`config.mk`:
```
export PLATFORM = sky130hd
export DESIGN_NAME = ddr_sample_trigger
export DESIGN_NICKNAME = d
export VERILOG_FILES = /design/src/rtl/ddr_sample_trigger.sv
export SDC_FILE = /design/constraint.sdc
export NUM_CORES = 1
export LEC_CHECK = 0
export CELL_PAD_IN_SITES_DETAIL_PLACEMENT = 0
export CELL_PAD_IN_SITES_GLOBAL_PLACEMENT = 1
export CORE_AREA = 2 2 186 188
export CTS_BUF_LIST = sky130_fd_sc_hd__clkbuf_8 sky130_fd_sc_hd__clkbuf_16
export DETAILED_ROUTE_END_ITERATION = 12
export DIE_AREA = 0 0 188 190
export PLACE_DENSITY = 0.6
export SLEW_MARGIN = 20
export SYNTH_ARGS = -nofsm -noshare
export SYNTH_HDL_FRONTEND = slang
export SYNTH_SLANG_ARGS = --single-unit
```
`constraint.sdc`:
```
create_clock -name CLK -period 7.7 [get_ports CLK]
set_input_delay 0.77 -clock CLK [delete_from_list [all_inputs] [get_ports CLK]]
set_output_delay 0.77 -clock CLK [all_outputs]
set_load 0.005 [all_outputs]
```
`src/rtl/ddr_sample_trigger.sv`:
```
// ddr_sample_trigger
//   Threshold trigger for a DDR ADC stream carrying two 12-bit samples per
//   clock. A slow IIR baseline follows the signal while idle. A trigger fires
//   once enough consecutive samples exceed the baseline by more than
//   THRESHOLD. The peak excess of each event is reported when the event ends,
//   and a holdoff period follows before the next trigger can fire.
//
// Ports
//   CLK        : sole clock, rising edge
//   RESET      : synchronous, active-high reset
//   DATA_IN    : [11:0] sample A (earlier), [23:12] sample B (later)
//   ENABLE     : trigger enable; low aborts an event in progress
//   THRESHOLD  : excess threshold in ADC counts (strictly greater is "over")
//   MIN_WIDTH  : consecutive over-threshold samples needed (0 behaves as 1)
//   HOLDOFF    : holdoff length in CLK cycles after an event ends
//   TRIG       : one-cycle trigger pulse
//   BUSY       : high while an event or its holdoff is in progress
//   PEAK       : maximum excess of the last completed event
//   PEAK_VALID : one-cycle pulse when PEAK updates
//   BASELINE   : current baseline estimate
//   TRIG_COUNT : number of triggers, wrapping
module ddr_sample_trigger #(
  parameter int BL_SHIFT = 6
) (
  input  logic        CLK,
  input  logic        RESET,
  input  logic [23:0] DATA_IN,
  input  logic        ENABLE,
  input  logic [11:0] THRESHOLD,
  input  logic [3:0]  MIN_WIDTH,
  input  logic [7:0]  HOLDOFF,
  output logic        TRIG,
  output logic        BUSY,
  output logic [11:0] PEAK,
  output logic        PEAK_VALID,
  output logic [11:0] BASELINE,
  output logic [15:0] TRIG_COUNT
);

  localparam int ACC_W = 12 + BL_SHIFT;

  typedef enum logic [1:0] {
    S_IDLE,
    S_ACTIVE,
    S_HOLDOFF
  } state_t;

  state_t             r_state;
  logic [23:0]        r_din;
  logic               r_din_valid;
  logic               r_preload_armed;
  logic [ACC_W-1:0]   r_acc;
  logic [3:0]         r_run;
  logic [7:0]         r_ho_cnt;
  logic [11:0]        r_peak_trk;
  logic [11:0]        r_peak;
  logic               r_peak_valid;
  logic               r_trig;
  logic               r_busy;
  logic [15:0]        r_trig_count;

  logic [11:0]        w_a;
  logic [11:0]        w_b;
  logic [12:0]        w_sum;
  logic [11:0]        w_avg;
  logic [11:0]        w_baseline;
  logic [ACC_W-1:0]   w_acc_next;
  logic signed [12:0] w_exc_a;
  logic signed [12:0] w_exc_b;
  logic signed [12:0] w_thr_s;
  logic               w_track;
  logic               w_over_a;
  logic               w_over_b;
  logic [4:0]         w_run_p2;
  logic [3:0]         w_run_next;
  logic [3:0]         w_min_eff;
  logic               w_fire;
  logic [11:0]        w_peak_upd;

  assign w_a        = r_din[11:0];
  assign w_b        = r_din[23:12];
  assign w_sum      = {1'b0, w_a} + {1'b0, w_b};
  assign w_avg      = 12'(w_sum >> 1);
  assign w_baseline = r_acc[ACC_W-1:BL_SHIFT];

  // Leaky integrator: ACC converges to AVG << BL_SHIFT. The result always
  // fits in ACC_W bits because ACC >> BL_SHIFT never exceeds 4095.
  assign w_acc_next = r_acc + ACC_W'(w_avg) - ACC_W'(w_baseline);

  assign w_exc_a = $signed({1'b0, w_a}) - $signed({1'b0, w_baseline});
  assign w_exc_b = $signed({1'b0, w_b}) - $signed({1'b0, w_baseline});
  assign w_thr_s = $signed({1'b0, THRESHOLD});

  // Until the baseline has been preloaded it is meaningless, so no sample
  // may count as over before then.
  assign w_track  = r_din_valid & ~r_preload_armed;
  assign w_over_a = w_track && (w_exc_a > w_thr_s);
  assign w_over_b = w_track && (w_exc_b > w_thr_s);

  assign w_run_p2  = {1'b0, r_run} + 5'd2;
  assign w_min_eff = (MIN_WIDTH == 4'd0) ? 4'd1 : MIN_WIDTH;

  // NOTE: every signal assigned here gets a default first, so no path
  // leaves it unassigned and no latch is inferred.
  always_comb begin
    w_run_next = 4'd0;
    if (w_over_a && w_over_b) begin
      w_run_next = (w_run_p2 > 5'd15) ? 4'd15 : w_run_p2[3:0];
    end else if (w_over_b) begin
      // B is the later sample, so a lone B-over starts a fresh run.
      w_run_next = 4'd1;
    end

    w_peak_upd = r_peak_trk;
    if (w_over_a && (w_exc_a[11:0] > w_peak_upd)) begin
      w_peak_upd = w_exc_a[11:0];
    end
    if (w_over_b && (w_exc_b[11:0] > w_peak_upd)) begin
      w_peak_upd = w_exc_b[11:0];
    end
  end

  assign w_fire = (r_state == S_IDLE) && ENABLE && (w_run_next >= w_min_eff);

  // NOTE: non-blocking assignments throughout, so every register sees the
  // pre-edge value of every other register regardless of statement order.
  always_ff @(posedge CLK) begin
    if (RESET) begin
      r_state         <= S_IDLE;
      r_din           <= '0;
      r_din_valid     <= 1'b0;
      r_preload_armed <= 1'b1;
      r_acc           <= '0;
      r_run           <= '0;
      r_ho_cnt        <= '0;
      r_peak_trk      <= '0;
      r_peak          <= '0;
      r_peak_valid    <= 1'b0;
      r_trig          <= 1'b0;
      r_busy          <= 1'b0;
      r_trig_count    <= '0;
    end else begin
      r_din        <= DATA_IN;
      r_din_valid  <= 1'b1;
      r_trig       <= 1'b0;
      r_peak_valid <= 1'b0;

      if (r_din_valid && r_preload_armed) begin
        r_acc           <= {w_avg, {BL_SHIFT{1'b0}}};
        r_preload_armed <= 1'b0;
      end else if (!r_preload_armed && (r_state == S_IDLE)) begin
        r_acc <= w_acc_next;
      end

      case (r_state)
        S_IDLE: begin
          r_run      <= w_run_next;
          r_peak_trk <= (w_run_next == 4'd0) ? 12'd0 : w_peak_upd;
          if (w_fire) begin
            r_state      <= S_ACTIVE;
            r_trig       <= 1'b1;
            r_busy       <= 1'b1;
            r_trig_count <= r_trig_count + 16'd1;
          end
        end

        S_ACTIVE: begin
          r_run <= '0;
          if (!ENABLE) begin
            r_state    <= S_IDLE;
            r_busy     <= 1'b0;
            r_peak_trk <= '0;
          end else if (!w_over_a && !w_over_b) begin
            r_state      <= S_HOLDOFF;
            r_peak       <= r_peak_trk;
            r_peak_valid <= 1'b1;
            r_ho_cnt     <= '0;
            r_peak_trk   <= '0;
          end else begin
            r_peak_trk <= w_peak_upd;
          end
        end

        S_HOLDOFF: begin
          r_run <= '0;
          // Compared against the live HOLDOFF so a change shortens or
          // extends a holdoff already in progress.
          if (!ENABLE || (r_ho_cnt >= HOLDOFF)) begin
            r_state <= S_IDLE;
            r_busy  <= 1'b0;
          end else begin
            r_ho_cnt <= r_ho_cnt + 8'd1;
          end
        end

        default: begin
          r_state <= S_IDLE;
          r_busy  <= 1'b0;
        end
      endcase
    end
  end

  assign TRIG       = r_trig;
  assign BUSY       = r_busy;
  assign PEAK       = r_peak;
  assign PEAK_VALID = r_peak_valid;
  assign BASELINE   = w_baseline;
  assign TRIG_COUNT = r_trig_count;

endmodule

```
==> results_dict.tcl <==
set metrics [dict create \
    via_count_of_the_first_global_routing_pass 7123 \
    clock_pin_slew_of_the_registers_on_the_worst_case_setup_and_hold_paths_ns 0.08 \
    synth_area_leaders "sky130_fd_sc_hd__dfxtp_1 24%, sky130_fd_sc_hd__ha_1 18%, sky130_fd_sc_hd__a21oi_1 6.0%, sky130_fd_sc_hd__nor2_1 4.2%, sky130_fd_sc_hd__fa_1 3.6%" \
    final_instance_area_sq_mm 0.00999 \
    tightest_slew_ns 0.992 \
    setup.worst_path.start "r_acc[7]" \
    track_usage_pct 13.8 \
    postCtsResizedCells 0 \
    pin_count 94 \
    wl_per_cell_um 15.7 \
    crit-reg2reg-launch "r_acc[7]" \
    seq_power_share_pct 17.4 \
    holdCritStartpoint "r_peak_trk[11]" \
    grt_setup_unrepaired "no" \
    cp_slowest_cell "sky130_fd_sc_hd__and2_1" \
    total_setup_violations_reported_at_the_end_of_the_flow 0 \
    post_route_cells_drive_above_1_share_pct 4.03 \
    power.share.switching_pct 47.7 \
    report.final.slew_viol_count 0 \
    intPower_mw 1.93 \
    cts_hold_repair.buffers 0 \
    clk_path_buf_depth 2 \
    timing.final.hold_violations 0 \
    crit_path_required_time_ns 7.95 \
    numCtsBuffers 9 \
    synth_cell_types 79 \
    netlist.top_cell.by_area "sky130_fd_sc_hd__dfxtp_1" \
    fmax_ghz 0.153 \
    cts_htree_levels 3 \
    postRouteAntennaNets 0 \
    vias_per_cell 4.77 \
    clock_network_fraction_of_total_power_pct 13.7 \
    maxCapViolations 0 \
    timing.critical_path.to_type "register" \
    combPwrFrac_pct 68.9 \
    vdd.ir_drop.worst_v 0.000148 \
    final_min_period_over_clock_period_pct 85.0 \
    area_of_the_multi_input_gates_sq_mm 0.00583 \
    cts_post_setup_buffers_inserted 0 \
    row_count 68 \
    synth_cells 1019 \
    first_pass_iters 5 \
    worst_setup_path_start_kind "register" \
    finalSetupTns_ns 0 \
    most_used_flip_flop_cell_after_synthesis "sky130_fd_sc_hd__dfxtp_1" \
    floorplan_die_height_um 190 \
    post_synthesis_register_bit_count 101 \
    cellPowerDensity_mw_per_mm2 369 \
    maxSlewHeadroom_pct 33.0 \
    seq_area_frac_synth_pct 24.2 \
    synth_async_sr_flop_share_pct 0 \
    antenna_found_initial 0 \
    synth.cell_area_sq_mm 0.00834 \
    post_syn_nets 1206 \
    hold_class "reg2reg" \
    synth_common_cells "121 x sky130_fd_sc_hd__ha_1, 101 x sky130_fd_sc_hd__dfxtp_1, 100 x sky130_fd_sc_hd__a21oi_1" \
    die_area_sq_mm 0.0357 \
    post-synth-top-area-fraction_pct 24.2 \
    grt_start_max_net_pins 77 \
    cts.sink_count 101 \
    global_route_overflow 0 \
    finalClockSkew_ns 0.00978 \
    arrival_time_of_the_worst_setup_path_ns 6.80 \
    fillers 3621 \
    area_delta_synth_final_pct 19.8 \
    synthMostInstantiatedCell "sky130_fd_sc_hd__ha_1" \
    avgSynthCellArea_sq_um 8.19 \
    cp_max_fo 22 \
    post_dp_cell_area_sq_mm 0.00967 \
    antenna-diode-count 0 \
    yosys_warnings 0 \
    final_net_count 1274 \
    globalplace.congestion 0.860 \
    route.vias.total 7374 \
    initial_detailed_routing_violation_count 316 \
    route.final.wire_length_um 24200 \
    clock_latency_ns 0.36 \
    switching_power_mw 1.76 \
    grt_first_pass_wirelength_um 39000 \
    leakage_nw 4.00 \
    criticalPathCategory "reg2reg" \
    initial_utilization_pct 24.6 \
    place.port_buffers 93 \
    core_sq_mm 0.0339 \
    clk_tree_root_cell "sky130_fd_sc_hd__clkbuf_16" \
    finalWorstPathRequiredPeriod_ns 6.55 \
    sequential_cell_area_in_the_final_layout_sq_mm 0.00202 \
    synth_enable_flop_cells 0 \
    cpPeakStageDelay_ns 0.63 \
    outcome "finished clean" \
    route.detailed.drc 0 \
    width_of_the_die_um 188 \
    clock_tree_from_tritoncts "yes" \
    half_perimeter_wire_length_after_detailed_placement_um 19600 \
]
[path summary, 6_finish.rpt]
| kind | endpoint | slack (ns) | cells past startpoint |
|---|---|---|---|
| max reg2reg | r_peak_trk[9] | 1.15 | 25 |
| min reg2reg | r_peak_trk[11] | 0.46 | 2 |
| max | r_peak_trk[9] | 1.15 | 25 |
| min | r_peak_trk[11] | 0.46 | 2 |
[logic make-up (layout without fill, tap and decap cells)]
| logic type | after synthesis | in the layout | synth area share, % |
|---|---|---|---|
| and+or+nand+nor | 319 | 319 | 19.8 |
| AOI/OAI and AO/OA | 296 | 296 | 22.9 |
| muxes | 4 | 4 | 0.495 |
| adders and majority gates | 136 | 136 | 21.7 |
| buffers and inverters | 117 | 190 | 6.00 |
| xor gates and xnor gates | 46 | 46 | 4.83 |
| DFF | 101 | 101 | 24.2 |
[routing by layer]
metal / global-route usage (%) / vias up / routed length [um]
met3: 2.69 / 16 / 941
met4: 2.94 / 0 / 221
met2: 22.0 / 121 / 10900
met1: 19.2 / 3451 / 12200
li1: - / 3786 / -
met5: 0 / - / 0
[stage by stage]
stage                     setup slack [ns]  hold WS (ns)  cells  power [mW]  util (%)
after floorplan                       2.11         0.418   1019        2.52         -
after global placement                1.28         0.438   1531        3.19      28.5
after detailed placement              1.16         0.442   1531        3.18      28.5
after CTS                             1.13         0.461   1547        3.71      29.4
after global routing                 0.618         0.480   1547        4.06      29.4
final                                 1.15         0.456   1547        3.69      29.4
[placed cells by master (no fill, tap or decap), types with 5 or more instances in the layout]
| cell | instances |
|---|---|
| sky130_fd_sc_hd__a211o_1 | 6 |
| sky130_fd_sc_hd__a211oi_1 | 13 |
| sky130_fd_sc_hd__a21o_1 | 22 |
| sky130_fd_sc_hd__a21oi_1 | 100 |
| sky130_fd_sc_hd__a22oi_1 | 11 |
| sky130_fd_sc_hd__a31oi_1 | 9 |
| sky130_fd_sc_hd__and2_1 | 5 |
| sky130_fd_sc_hd__and3_1 | 6 |
| sky130_fd_sc_hd__buf_4 | 7 |
| sky130_fd_sc_hd__clkbuf_16 | 9 |
| sky130_fd_sc_hd__clkdlybuf4s50_1 | 92 |
| sky130_fd_sc_hd__dfxtp_1 | 101 |
| sky130_fd_sc_hd__fa_1 | 15 |
| sky130_fd_sc_hd__ha_1 | 121 |
| sky130_fd_sc_hd__inv_1 | 73 |
| sky130_fd_sc_hd__nand2_1 | 58 |
| sky130_fd_sc_hd__nand2b_1 | 15 |
| sky130_fd_sc_hd__nand3_1 | 22 |
| sky130_fd_sc_hd__nand4_1 | 19 |
| sky130_fd_sc_hd__nor2_1 | 93 |
| sky130_fd_sc_hd__nor2b_1 | 35 |
| sky130_fd_sc_hd__nor3_1 | 19 |
| sky130_fd_sc_hd__o211ai_1 | 7 |
| sky130_fd_sc_hd__o21a_1 | 20 |
| sky130_fd_sc_hd__o21ai_0 | 54 |
| sky130_fd_sc_hd__o31ai_1 | 8 |
| sky130_fd_sc_hd__or2_2 | 6 |
| sky130_fd_sc_hd__or3_1 | 13 |
| sky130_fd_sc_hd__or4_1 | 5 |
| sky130_fd_sc_hd__xnor2_1 | 24 |
| sky130_fd_sc_hd__xor2_1 | 22 |
[power by group through the flow]
stage	logic, mW	registers (mW)	clock network [mW]
global placement	2.53	0.656	0
global route	2.86	0.656	0.546
floorplan	1.89	0.634	0
detailed placement	2.52	0.657	0
CTS	2.54	0.645	0.529
finish	2.54	0.643	0.505
[sequential cells by signal, summed over array words and instances, names as in the netlist, 2 cells and up]
register,count
r_din,24
r_acc,18
TRIG_COUNT,16
PEAK,12
r_run,4
r_state,2
r_peak_trk,12
r_ho_cnt,8
[worst max-delay path, delay by kind of cell, from the launching register on]
kind,cells,cell delay (ns)
compound gates,14,3.19
xor+xnor,1,0.17
fa+ha+maj,3,0.99
buf+inv,2,0.41
flops,1,0.46
simple gates,5,1.20
[final cells by class]
| class | count | share of cell area (%) |
|---|---|---|
| Multi-Input combinational cell | 801 | 58.3 |
| Timing Repair Buffer | 100 | 9.79 |
| Tap cell | 455 | 5.70 |
| Clock inverter | 4 | 0.551 |
| Inverter | 74 | 2.78 |
| Sequential cell | 101 | 20.2 |
| Clock buffer | 12 | 2.67 |
Power figures use the tool's default switching activity.
